--- src/rtl/gpu_pkg.sv ---
// gpu_pkg: shared shape codes, command field positions and point type for the 2D GPU
package gpu_pkg;
  typedef enum logic [3:0] {
    SHAPE_LINE   = 4'd0,
    SHAPE_TRI    = 4'd1,
    SHAPE_CIRCLE = 4'd2
  } shape_t;
  localparam int SHAPE_MSB = 95;
  localparam int COLOR_MSB = 91;
  localparam int PT_W      = 19;
  localparam int X_W       = 10;
  localparam int Y_W       = 9;
  localparam int OPD_W     = 4 * PT_W;
  typedef struct packed {
    logic [X_W-1:0] x;
    logic [Y_W-1:0] y;
  } point_t;
  function automatic logic [3:0] used_mask(input logic [3:0] s);
    return s == SHAPE_TRI ? 4'b0111 : 4'b0011;
  endfunction
endpackage

--- src/rtl/point_unpack.sv ---
// point_unpack: splits 76-bit opdata into four points (opdata -> pts[0:3], P0 in the top bits)
module point_unpack
  import gpu_pkg::*;
(
  input  logic [OPD_W-1:0] opdata,
  output point_t           pts [0:3]
);
  for (genvar i = 0; i < 4; i++) begin : g_pt
    assign pts[i] = opdata[OPD_W-1-PT_W*i -: PT_W];
  end
endmodule

--- src/rtl/op_decode.sv ---
// op_decode: registers a 96-bit draw command into shape/colour/points (clk, rst, op_valid, opcode -> shape, color, opdata, pt_x, pt_y, pt_used, dec_valid, shape_err)
module op_decode
  import gpu_pkg::*;
(
  input  logic        clk,
  input  logic        rst,
  input  logic        op_valid,
  input  logic [95:0] opcode,
  output logic [3:0]  shape,
  output logic [15:0] color,
  output logic [75:0] opdata,
  output logic [9:0]  pt_x [0:3],
  output logic [8:0]  pt_y [0:3],
  output logic [3:0]  pt_used,
  output logic        dec_valid,
  output logic        shape_err
);
  logic [3:0] code;
  logic       legal;
  logic       loaded;
  point_t     pts [0:3];
  assign code  = opcode[SHAPE_MSB -: 4];
  assign legal = op_valid && code <= SHAPE_CIRCLE;
  always_ff @(posedge clk) begin
    if (rst) begin
      shape     <= '0;
      color     <= '0;
      opdata    <= '0;
      loaded    <= 1'b0;
      dec_valid <= 1'b0;
      shape_err <= 1'b0;
    end else begin
      dec_valid <= legal;
      shape_err <= op_valid && !legal;
      if (legal) begin
        shape  <= code;
        color  <= opcode[COLOR_MSB -: 16];
        opdata <= opcode[OPD_W-1:0];
        loaded <= 1'b1;
      end
    end
  end
  point_unpack u_unpack (.opdata(opdata), .pts(pts));
  for (genvar i = 0; i < 4; i++) begin : g_out
    assign pt_x[i] = pts[i].x;
    assign pt_y[i] = pts[i].y;
  end
  // shape resets to LINE, so the mask stays clear until a command has been loaded
  assign pt_used = loaded ? used_mask(shape) : 4'b0;
endmodule

--- config.mk ---
export PLATFORM = sky130hd
export DESIGN_NAME = op_decode
export DESIGN_NICKNAME = d
export VERILOG_FILES = /design/src/rtl/gpu_pkg.sv /design/src/rtl/point_unpack.sv /design/src/rtl/op_decode.sv
export SDC_FILE = /design/constraint.sdc
export NUM_CORES = 1
export LEC_CHECK = 0
export BUFFER_PORTS_ARGS = -buffer_cell sky130_fd_sc_hd__buf_2
export CAP_MARGIN = 10
export CORE_MARGIN = 4
export CORE_UTILIZATION = 40
export DETAILED_ROUTE_END_ITERATION = 10
export GPL_TIMING_DRIVEN = 0
export PLACE_DENSITY_LB_ADDON = 0.15
export SYNTH_ARGS = -nofsm -noshare
export SYNTH_HDL_FRONTEND = slang
export SYNTH_SLANG_ARGS = --single-unit
--- constraint.sdc ---
create_clock -name clk -period 1.2 [get_ports clk]
set_input_delay 0.12 -clock clk [delete_from_list [all_inputs] [get_ports clk]]
set_output_delay 0.12 -clock clk [all_outputs]
set_load 0.005 [all_outputs]
==> metrics.txt, run 1 <==
placed cell areas about 6300 µm²; Synth async-reset ratio 0; endpoints failing setup 0; Area growth, synth to finish 39.54%; Worst-Margin Slew 0.5915 ns; worst hold start opcode[14]; GR Overflow Total 0; # diodes 0; clock period minus worst slack 1.176 ns; CTS tree done; hold depth 3; cell area after synthesis between 4000 and 5000 µm²; share of the synthesized area in the top cell type 0.4162; FP Rows 39; htree depth 3; Hold-fix buffers, CTS 0; Synth Flop Type dfxtp_1; WL final between 10,000 and 15,000 µm; Final Cycle Share 0.9800; design area between 6000 and 7000 µm²; Max-cap violations 0; largest cells by area after synthesis dfxtp_1, nand4b_1, buf_4; top-count cell post-synth dfxtp_1; f_max around 850 MHz; synthesis warning total 0; status completed; Hold Crit Endpoint opdata[14]; slew margin rel. 0.6057; Hold Path Class input pin to flip-flop; number of global-route vias before repair approximately 4,500; Post-synth top cells dfxtp_1, nand2b_1, nand4b_1; critical path required time roughly 1.1 ns; DRT Pass-1 Iters 5; share of layout cells above drive strength 1 0.4865; Syn Area/Cell ~9.1 µm²; fin util 0.5770; CTS root buf clkbuf_16; area leader, netlist dfxtp_1; CTS max path bufs 2; number of flops mapped to enable cells by yosys 0; CTS sink cnt 99; TritonCTS Buffers 9; crit start category flip-flop; Critical Path End Type output pin; fin. max-slew vios 0; post-synth cell types 19; aggregate global-route resource usage 0.2081; CP Class flip-flop to output pin; core box area 11,520 µm²; Worst Setup SP shape[3]; Synthesized Nets 623; Reg2Reg Setup Slack between 0.5 and 0.6 ns; RSZ-0062 raised after global routing true; Worst-path clk slew around 0.070 ns; sequential share of the synthesized area 0.4162; CP Max Fanout 3; FF-to-FF End color[6]; I/O pins about 280; LEAKAGE between 3 and 4 nW; first-pass GRT wire length about 23,000 µm; reg2reg start color[6]; Final Hold Violating Endpoints 0; DIE WIDTH 117.1 µm; vias after detailed routing 4,750; DRC 0; final net count 908; Final HPWL DP roughly 11,000 µm; Post-DRT Antenna Nets 0; Fill cells ~1,100; IO buf count roughly 270; power density over the cells about 1100 nW/µm²; GPL Wtd Cong about 0.77; DRT iter0 DRCs 357; DR vias/cell between 4 and 5; Worst R2R Path Depth 2; Final Skew 0 ns; Total Die Area 13,710 µm²; initial antenna violation count 0; pin count of the biggest net entering global routing 17; Arr. time, crit path between 1 and 1.5 ns; Die H between 100 and 150 µm; Initial Util 0.4135; Peak VDD IR 0.0008377 V; worst-skew pair later-pin latency ~0.33 ns; synthesized flop and latch total 99; Post-Syn Instances 524; WL per Instance roughly 16 µm
==> placed cells by master (no fill, tap or decap), types with 2 or more instances in the layout <==
master	count
buf_2	278
buf_4	83
clkbuf_1	30
clkbuf_16	9
clkbuf_2	12
clkinv_2	2
clkinv_4	2
dfxtp_1	96
dfxtp_2	3
nand2b_1	94
nand4b_1	94
nor3b_1	3
o21ai_0	66
o21ai_1	28
==> report_power, final <==
group / internal [mW] / total [mW] / switching (mW)
clock network: 1.67 / 2.94 / 1.26
logic: 0.492 / 0.926 / 0.433
registers: 3.38 / 3.46 / 0.0731
==> worst max-delay path by stage <==
stage | end | slack (ns) | cells past startpoint
after floorplan | opdata[67] | 0.003 | 6
final | pt_used[2] | 0.02 | 3
after detailed placement | opdata[70] | -0.60 | 7
after global placement | opdata[68] | -0.57 | 7
after CTS | pt_used[2] | -0.005 | 3
after global routing | pt_used[2] | -0.02 | 3
==> kinds of logic after synthesis <==
family          share of synthesized area
flops                              0.4162
buf+inv                            0.1734
other cells                     0.0007875
compound gates                     0.1025
simple gates                       0.3071
==> metrics by stage <==
| step | power [mW] | instances | TNS, ns | hold slack, ns | setup WS (ns) |
|---|---|---|---|---|---|
| global placement | 4.433 | 940 | -48.78 | 0.3738 | -0.5651 |
| CTS | 7.383 | 957 | -0.004664 | 0.02474 | -0.004664 |
| detailed placement | 4.450 | 940 | -51.75 | 0.3808 | -0.5972 |
| global route | 7.624 | 957 | -0.02456 | 0.03367 | -0.02456 |
| finish | 7.320 | 957 | 0 | 0.03608 | 0.02401 |
| floorplan | 3.987 | 524 | 0 | 0.2862 | 0.002806 |
==> flip-flops by register name, indices dropped and copies added (netlist names) <==
name,count
shape,4
shape_err,1
color,16
opdata,76
loaded,1
dec_valid,1
==> critical path, cell delays in order (launching register included) <==
cell      delay [ns]
dfxtp_2         0.33
nand3b_1        0.16
nor3_2          0.11
buf_2           0.13
==> area by class of cell <==
| cell class | instances | area [µm²] | share of cell area |
|---|---|---|---|
| clock inverters | 6 | 65.06 | 0.009791 |
| well taps | 143 | 178.9 | 0.02693 |
| clock buffers | 10 | 239.0 | 0.03596 |
| flip-flops and latches | 99 | 1986 | 0.2988 |
| multi-input cells | 293 | 1967 | 0.2960 |
| plain buffers | 132 | 835.8 | 0.1258 |
| repair buffers | 274 | 1374 | 0.2067 |
==> layer usage <==
metal  global-route usage  vias to the layer above  routed length [µm]
met4              0.08028                        0                 330
met2               0.3458                      182                7303
met1               0.2708                     2225                6257
met5                    0                        -                   0
li1                     -                     2317                   -
met3              0.03496                       26                 995
==> timing repair <==
item                       in CTS  in global routing
resized for setup               4                 14
setup buffers                   1                  0
setup endpoints to repair      98                 37
pin swaps                       1                  0
(Power assumes the default switching activity.)
==> run 2: changes to the inputs <==
- BUFFER_PORTS_ARGS: -buffer_cell sky130_fd_sc_hd__buf_2 -> default
- CORE_UTILIZATION: 40 -> 45
- DONT_BUFFER_PORTS: default -> 1
==> metrics.txt, run 2 (synthesized netlist as in run 1, its figures left out) <==
CP Max Fanout 3; RSZ-0062 raised after global routing false; CP Class flip-flop to output pin; GR Overflow Total 0; Peak VDD IR approximately 0.00062 V; # diodes 0; Arr. time, crit path between 1 and 1.5 ns; pin count of the biggest net entering global routing 16; Die H 110.9 µm; Total Die Area around 12,000 µm²; Hold Path Class input pin to flip-flop; first-pass GRT wire length between 20,000 and 25,000 µm; Final Hold Violating Endpoints 0; vias after detailed routing 4,222; Largest Register opdata; initial antenna violation count 0; commonest cells after routing, fill and taps aside dfxtp_1, nand2b_1, nand4b_1, dlygate4sd3_1, buf_4; DRT iter0 DRCs 275; status completed; top flop regs opdata (76), color (16), shape (4); Max-cap violations 0; CTS root buf clkbuf_8; power density over the cells around 1100 nW/µm²; CTS tree done; WL final between 10,000 and 15,000 µm; Final WS setup about 0.073 ns; core box area between 10,000 and 15,000 µm²; worst-skew pair later-pin latency roughly 0.35 ns; crit start category flip-flop; LEAKAGE around 2.2 nW; Placement Setup Slack -0.4484 ns; Critical Path End Type output pin; critical path, cell by cell nand3b_1 > nor3_2; Placed Cells 660; TritonCTS Buffers 9; GPL Wtd Cong around 0.8; DIE WIDTH 110.9 µm; Final Cycle Share 0.9388; commonest non-fill, non-tap cell in the layout dfxtp_1; Worst-Margin Slew 0.5624 ns; IO buf count 0; aggregate global-route resource usage 0.2190; max reg flops 76; final net count 728; Final HPWL DP ~10,000 µm; Initial Util 0.4613; crit path max-delay cell type dfxtp_1; Area growth, synth to finish 27.56%; DR vias/cell about 5.5; Worst-path clk slew ~0.09 ns; FP Rows 37; clock period minus worst slack ~1.1 ns; Final Skew 0 ns; critical path required time between 1 and 1.5 ns; endpoints failing setup 0; fin. max-slew vios 0; Layout Cells excl Fill between 700 and 800; share of layout cells above drive strength 1 0.1835; DRT Pass-1 Iters 4; slowest cell delay on critical path around 0.35 ns; Post-DRT Antenna Nets 0; I/O pins 277; number of global-route vias before repair 4,160; CTS sink cnt 99; f_max 887.7 MHz; WL per Instance 18.66 µm; htree depth 3; total power roughly 6.4 mW; CTS max path bufs 2; slew margin rel. 0.6251; DRC 0
-- run 2: cell types whose count changed in the layout (fill, tap and decap cells not counted), moves of 2 or more --
cell           delta
dlygate4sd3_1    +94
clkbuf_1          +3
buf_2           -272
dfxtp_1           +2
clkbuf_16         -9
clkinv_2          -2
clkbuf_8          +8
dfxtp_2           -2
-- run 2: critical path, delay by kind of cell (launching register included) --
kind / cells / cell delay, ns
and+or+nand+nor: 2 / 0.31
DFF: 1 / 0.35
-- run 2: layout make-up --
class                   count  area (µm²)
repair buffers             94       940.9
plain buffers             132       832.0
clock inverters             4       53.80
fillers                   911        4249
well taps                 136       170.2
multi-input cells         293        1967
clock buffers              10       127.6
flip-flops and latches     99        1983
-- run 2: metal layers --
| layer | up-vias | global-route usage | share of wire |
|---|---|---|---|
| met5 | - | 0 | 0 |
| met2 | 213 | 0.3839 | 0.50 |
| met1 | 2034 | 0.2599 | 0.40 |
| met4 | 0 | 0.06650 | 0.021 |
| li1 | 1950 | - | - |
| met3 | 25 | 0.06059 | 0.081 |
-- run 2: power breakdown --
part / switching (mW) / internal (mW)
clock: 1.12 / 0.947
combinational: 0.368 / 0.478
sequential: 0.107 / 3.38
-- run 2: path summary, 6_finish.rpt --
check                           startpoint    endpoint  slack [ns]  depth (start not counted)
worst max-delay path              shape[3]  pt_used[2]        0.07                          2
worst min-delay path            opcode[95]    color[2]        0.22                          4
worst max register to register   opdata[8]   opdata[8]        0.47                          2
worst min register to register  opdata[54]  opdata[54]        0.51                          2
-- run 2: repair_timing --
| item | CTS | global route |
|---|---|---|
| gates resized for setup | 3 | 9 |
| hold buffers | 94 | 0 |
| buffers inserted | 0 | 0 |
| setup endpoints to repair | 55 | 17 |
| endpoints found under the hold margin | 94 | 0 |
-- run 2: through the flow --
stage	hold WS, ns	setup TNS (ns)	area, µm²	util
4_1_cts	0.2028	0	6068	0.5878
5_1_grt	0.2400	0	6075	0.5884
3_5_place_dp	0.2940	-36.68	4932	0.4778
3_3_place_gp	0.2886	-35.53	4932	0.4778
6_report	0.2190	0	6075	0.5884
2_1_floorplan	0.2862	0	4762	-
==> run 3: changes to the inputs <==
- ABC_AREA: default -> 1
- CORE_MARGIN: 4 -> default
- PLACE_DENSITY: default -> 0.63
- PLACE_DENSITY_LB_ADDON: 0.15 -> default
==> metrics.txt, run 3 <==
status completed; Final Cycle Share 0.9670; endpoints failing setup 0; vias after detailed routing about 4,800; DRT iter0 DRCs between 300 and 400; area leader, netlist dfxtp_1; LEAKAGE between 3 and 4 nW; FF+latch area just under 2000 µm²; core box area 12,060 µm²; post-synth cell types 16; Hold Path Class input pin to flip-flop; GR Overflow Total 0; Worst-Margin Slew slightly above 0.5 ns; top flop regs opdata (76), color (16), shape (4); slowest cell delay on critical path about 0.34 ns; cell area after synthesis around 5600 µm²; Final Hold Violating Endpoints 0; I/O pins roughly 280; setup bufs post-CTS 0; CTS sink cnt between 90 and 100; Fill cells approximately 1,300; sequential share of the synthesized area 0.3553; Largest Register opdata; CTS max path bufs 2; WHS around 0.0094 ns; setup_tns 0 ns; clock period minus worst slack 1.160 ns; number of global-route vias before repair about 4,200; DRT Pass-1 Iters 4; critical path, cell by cell inv_2 > nand2_2 > nor4_4; Initial Util 0.4624; max reg flops 76; DRC 0; crit path max-delay cell type dfxtp_2; Syn Area/Cell a little over 6 µm²; synthesized flop and latch total between 90 and 100; pin count of the biggest net entering global routing 17; Switch Pwr a little over 2 mW; Worst-path clk slew around 0.07 ns; Die H 113.3 µm; Final HPWL DP about 10000 µm; Sw Share 0.2766; first-pass GRT wire length approximately 21,000 µm; DIE WIDTH about 110 µm; synthesis warning total 0; Synth async-reset ratio 0; RSZ-0062 raised after global routing false; number of flops mapped to enable cells by yosys 0; Placed Cells between 1,000 and 1,500; fin. max-slew vios 0; Arr. time, crit path between 1 and 1.5 ns; GPL Wtd Cong 0.7809; CP Max Fanout 2; Area growth, synth to finish 11.73%; share of the synthesized area in the top cell type 0.3553; Critical Path End Type output pin; Peak VDD IR 0.001070 V; power density over the cells ~1200 nW/µm²; Total Die Area 12,840 µm²; hold depth 4; worst-skew pair later-pin latency 0.35 ns; CTS tree done; clock network fraction of total power 0.380; DR vias/cell roughly 4.4; Post-Syn Instances ~900; htree depth 3; share of layout cells above drive strength 1 0.1387; sequential share of power 0.481; crit start category flip-flop; largest cells by area after synthesis dfxtp_1, inv_1, nand2_1; Max-cap violations 0; CTS root buf clkbuf_16; initial antenna violation count 0; TritonCTS Buffers 9; Final Skew 0 ns; Worst R2R Path Depth 4; CP Class flip-flop to output pin; Synth Flop Type dfxtp_1; f_max about 860 MHz; WL final 13,490 µm; commonest non-fill, non-tap cell in the layout inv_1; WL per Instance between 10 and 15 µm; FP Rows 40; IO buf count 0; critical path required time ~1.1 ns; slew margin rel. 0.6631; top-count cell post-synth inv_1; Layout Cells excl Fill about 1,100; aggregate global-route resource usage 0.2063; combinational fraction of design power 0.139; Post-synth top cells inv_1, nand2_1, dfxtp_1; # diodes 0; final net count ~1,000; area of the multi-input gates ~1700 µm²; Cell Int Power about 5.4 mW; Synthesized Nets approximately 1,000; Post-DRT Antenna Nets 0; commonest cells after routing, fill and taps aside inv_1, nand2_1, dfxtp_1
run 3: cell count changes after synthesis, moves of 12 or more:
cell	previous run	this run
inv_1	0	282
nand2_1	0	190
nand2b_1	94	0
nand4b_1	94	0
nand4_1	0	93
nor2_1	1	94
o21ai_0	66	0
o21ai_1	28	0
clkbuf_1	37	15
buf_2	6	23
buf_1	0	12
run 3: per-stage QoR:
stage	worst slack (ns)	area [µm²]	power, mW	utilization
final	0.03959	6232	7.483	0.5167
after global routing	0.001342	6232	7.877	0.5167
after CTS	0.01141	6225	7.594	0.5161
after detailed placement	-0.1794	5788	4.682	0.4799
after global placement	-0.1755	5788	4.673	0.4799
after floorplan	0.2163	5578	4.459	-
run 3: cell families (layout without fill, tap and decap cells):
| group | Yosys count | after routing | share of synthesized area |
|---|---|---|---|
| buf+inv | 415 | 444 | 0.3383 |
| simple gates | 383 | 383 | 0.3031 |
| flops | 99 | 99 | 0.3553 |
| compound gates | 3 | 3 | 0.002691 |
| other cells | 1 | 1 | 0.0006723 |
run 3: path summary, 6_finish.rpt:
path | startpoint | to | slack, ns
min reg2reg | shape[1] | shape[1] | 0.48
max | shape[1] | pt_used[2] | 0.04
max reg2reg | opdata[26] | opdata[26] | 0.46
min | opcode[53] | opdata[53] | 0.009
run 3: per-layer routing:
| metal | part of all wire | GRT usage | vias to the layer above |
|---|---|---|---|
| met4 | 0.014 | 0.07105 | 0 |
| met5 | 0 | 0 | - |
| met2 | 0.48 | 0.3562 | 193 |
| li1 | - | - | 2554 |
| met3 | 0.075 | 0.06160 | 13 |
| met1 | 0.43 | 0.2429 | 2033 |
run 3: area by class of cell:
cell class	instances	area share
Buffer	130	0.1311
Sequential cell	99	0.3190
Clock inverter	4	0.005421
Tap cell	168	0.03373
Timing Repair Buffer	13	0.02088
Clock buffer	12	0.04116
Multi-Input combinational cell	387	0.2771
Inverter	285	0.1717
run 3: what timing repair did:
item / 4_1_cts / 5_1_grt
setup endpoints to repair: 1 / 1
pin swaps: 0 / 1
endpoints found under the hold margin: 14 / 0
hold buffers: 13 / 0
resized for setup: 3 / 5
run 3: power by group through the flow:
stage          clock network, mW  logic (mW)  registers [mW]
6_report                    2.85        1.04            3.60
5_1_grt                     3.06        1.19            3.62
4_1_cts                     2.95        1.04            3.60
3_5_place_dp                   0        1.00            3.68
3_3_place_gp                   0       0.996            3.68
2_1_floorplan                  0       0.834            3.63
run 3: critical path: cells and delay by family, from the launching register on:
| kind | cells | cell delay [ns] |
|---|---|---|
| flip-flops | 1 | 0.34 |
| AND/OR/NAND/NOR | 2 | 0.29 |
| buffers and inverters | 1 | 0.06 |
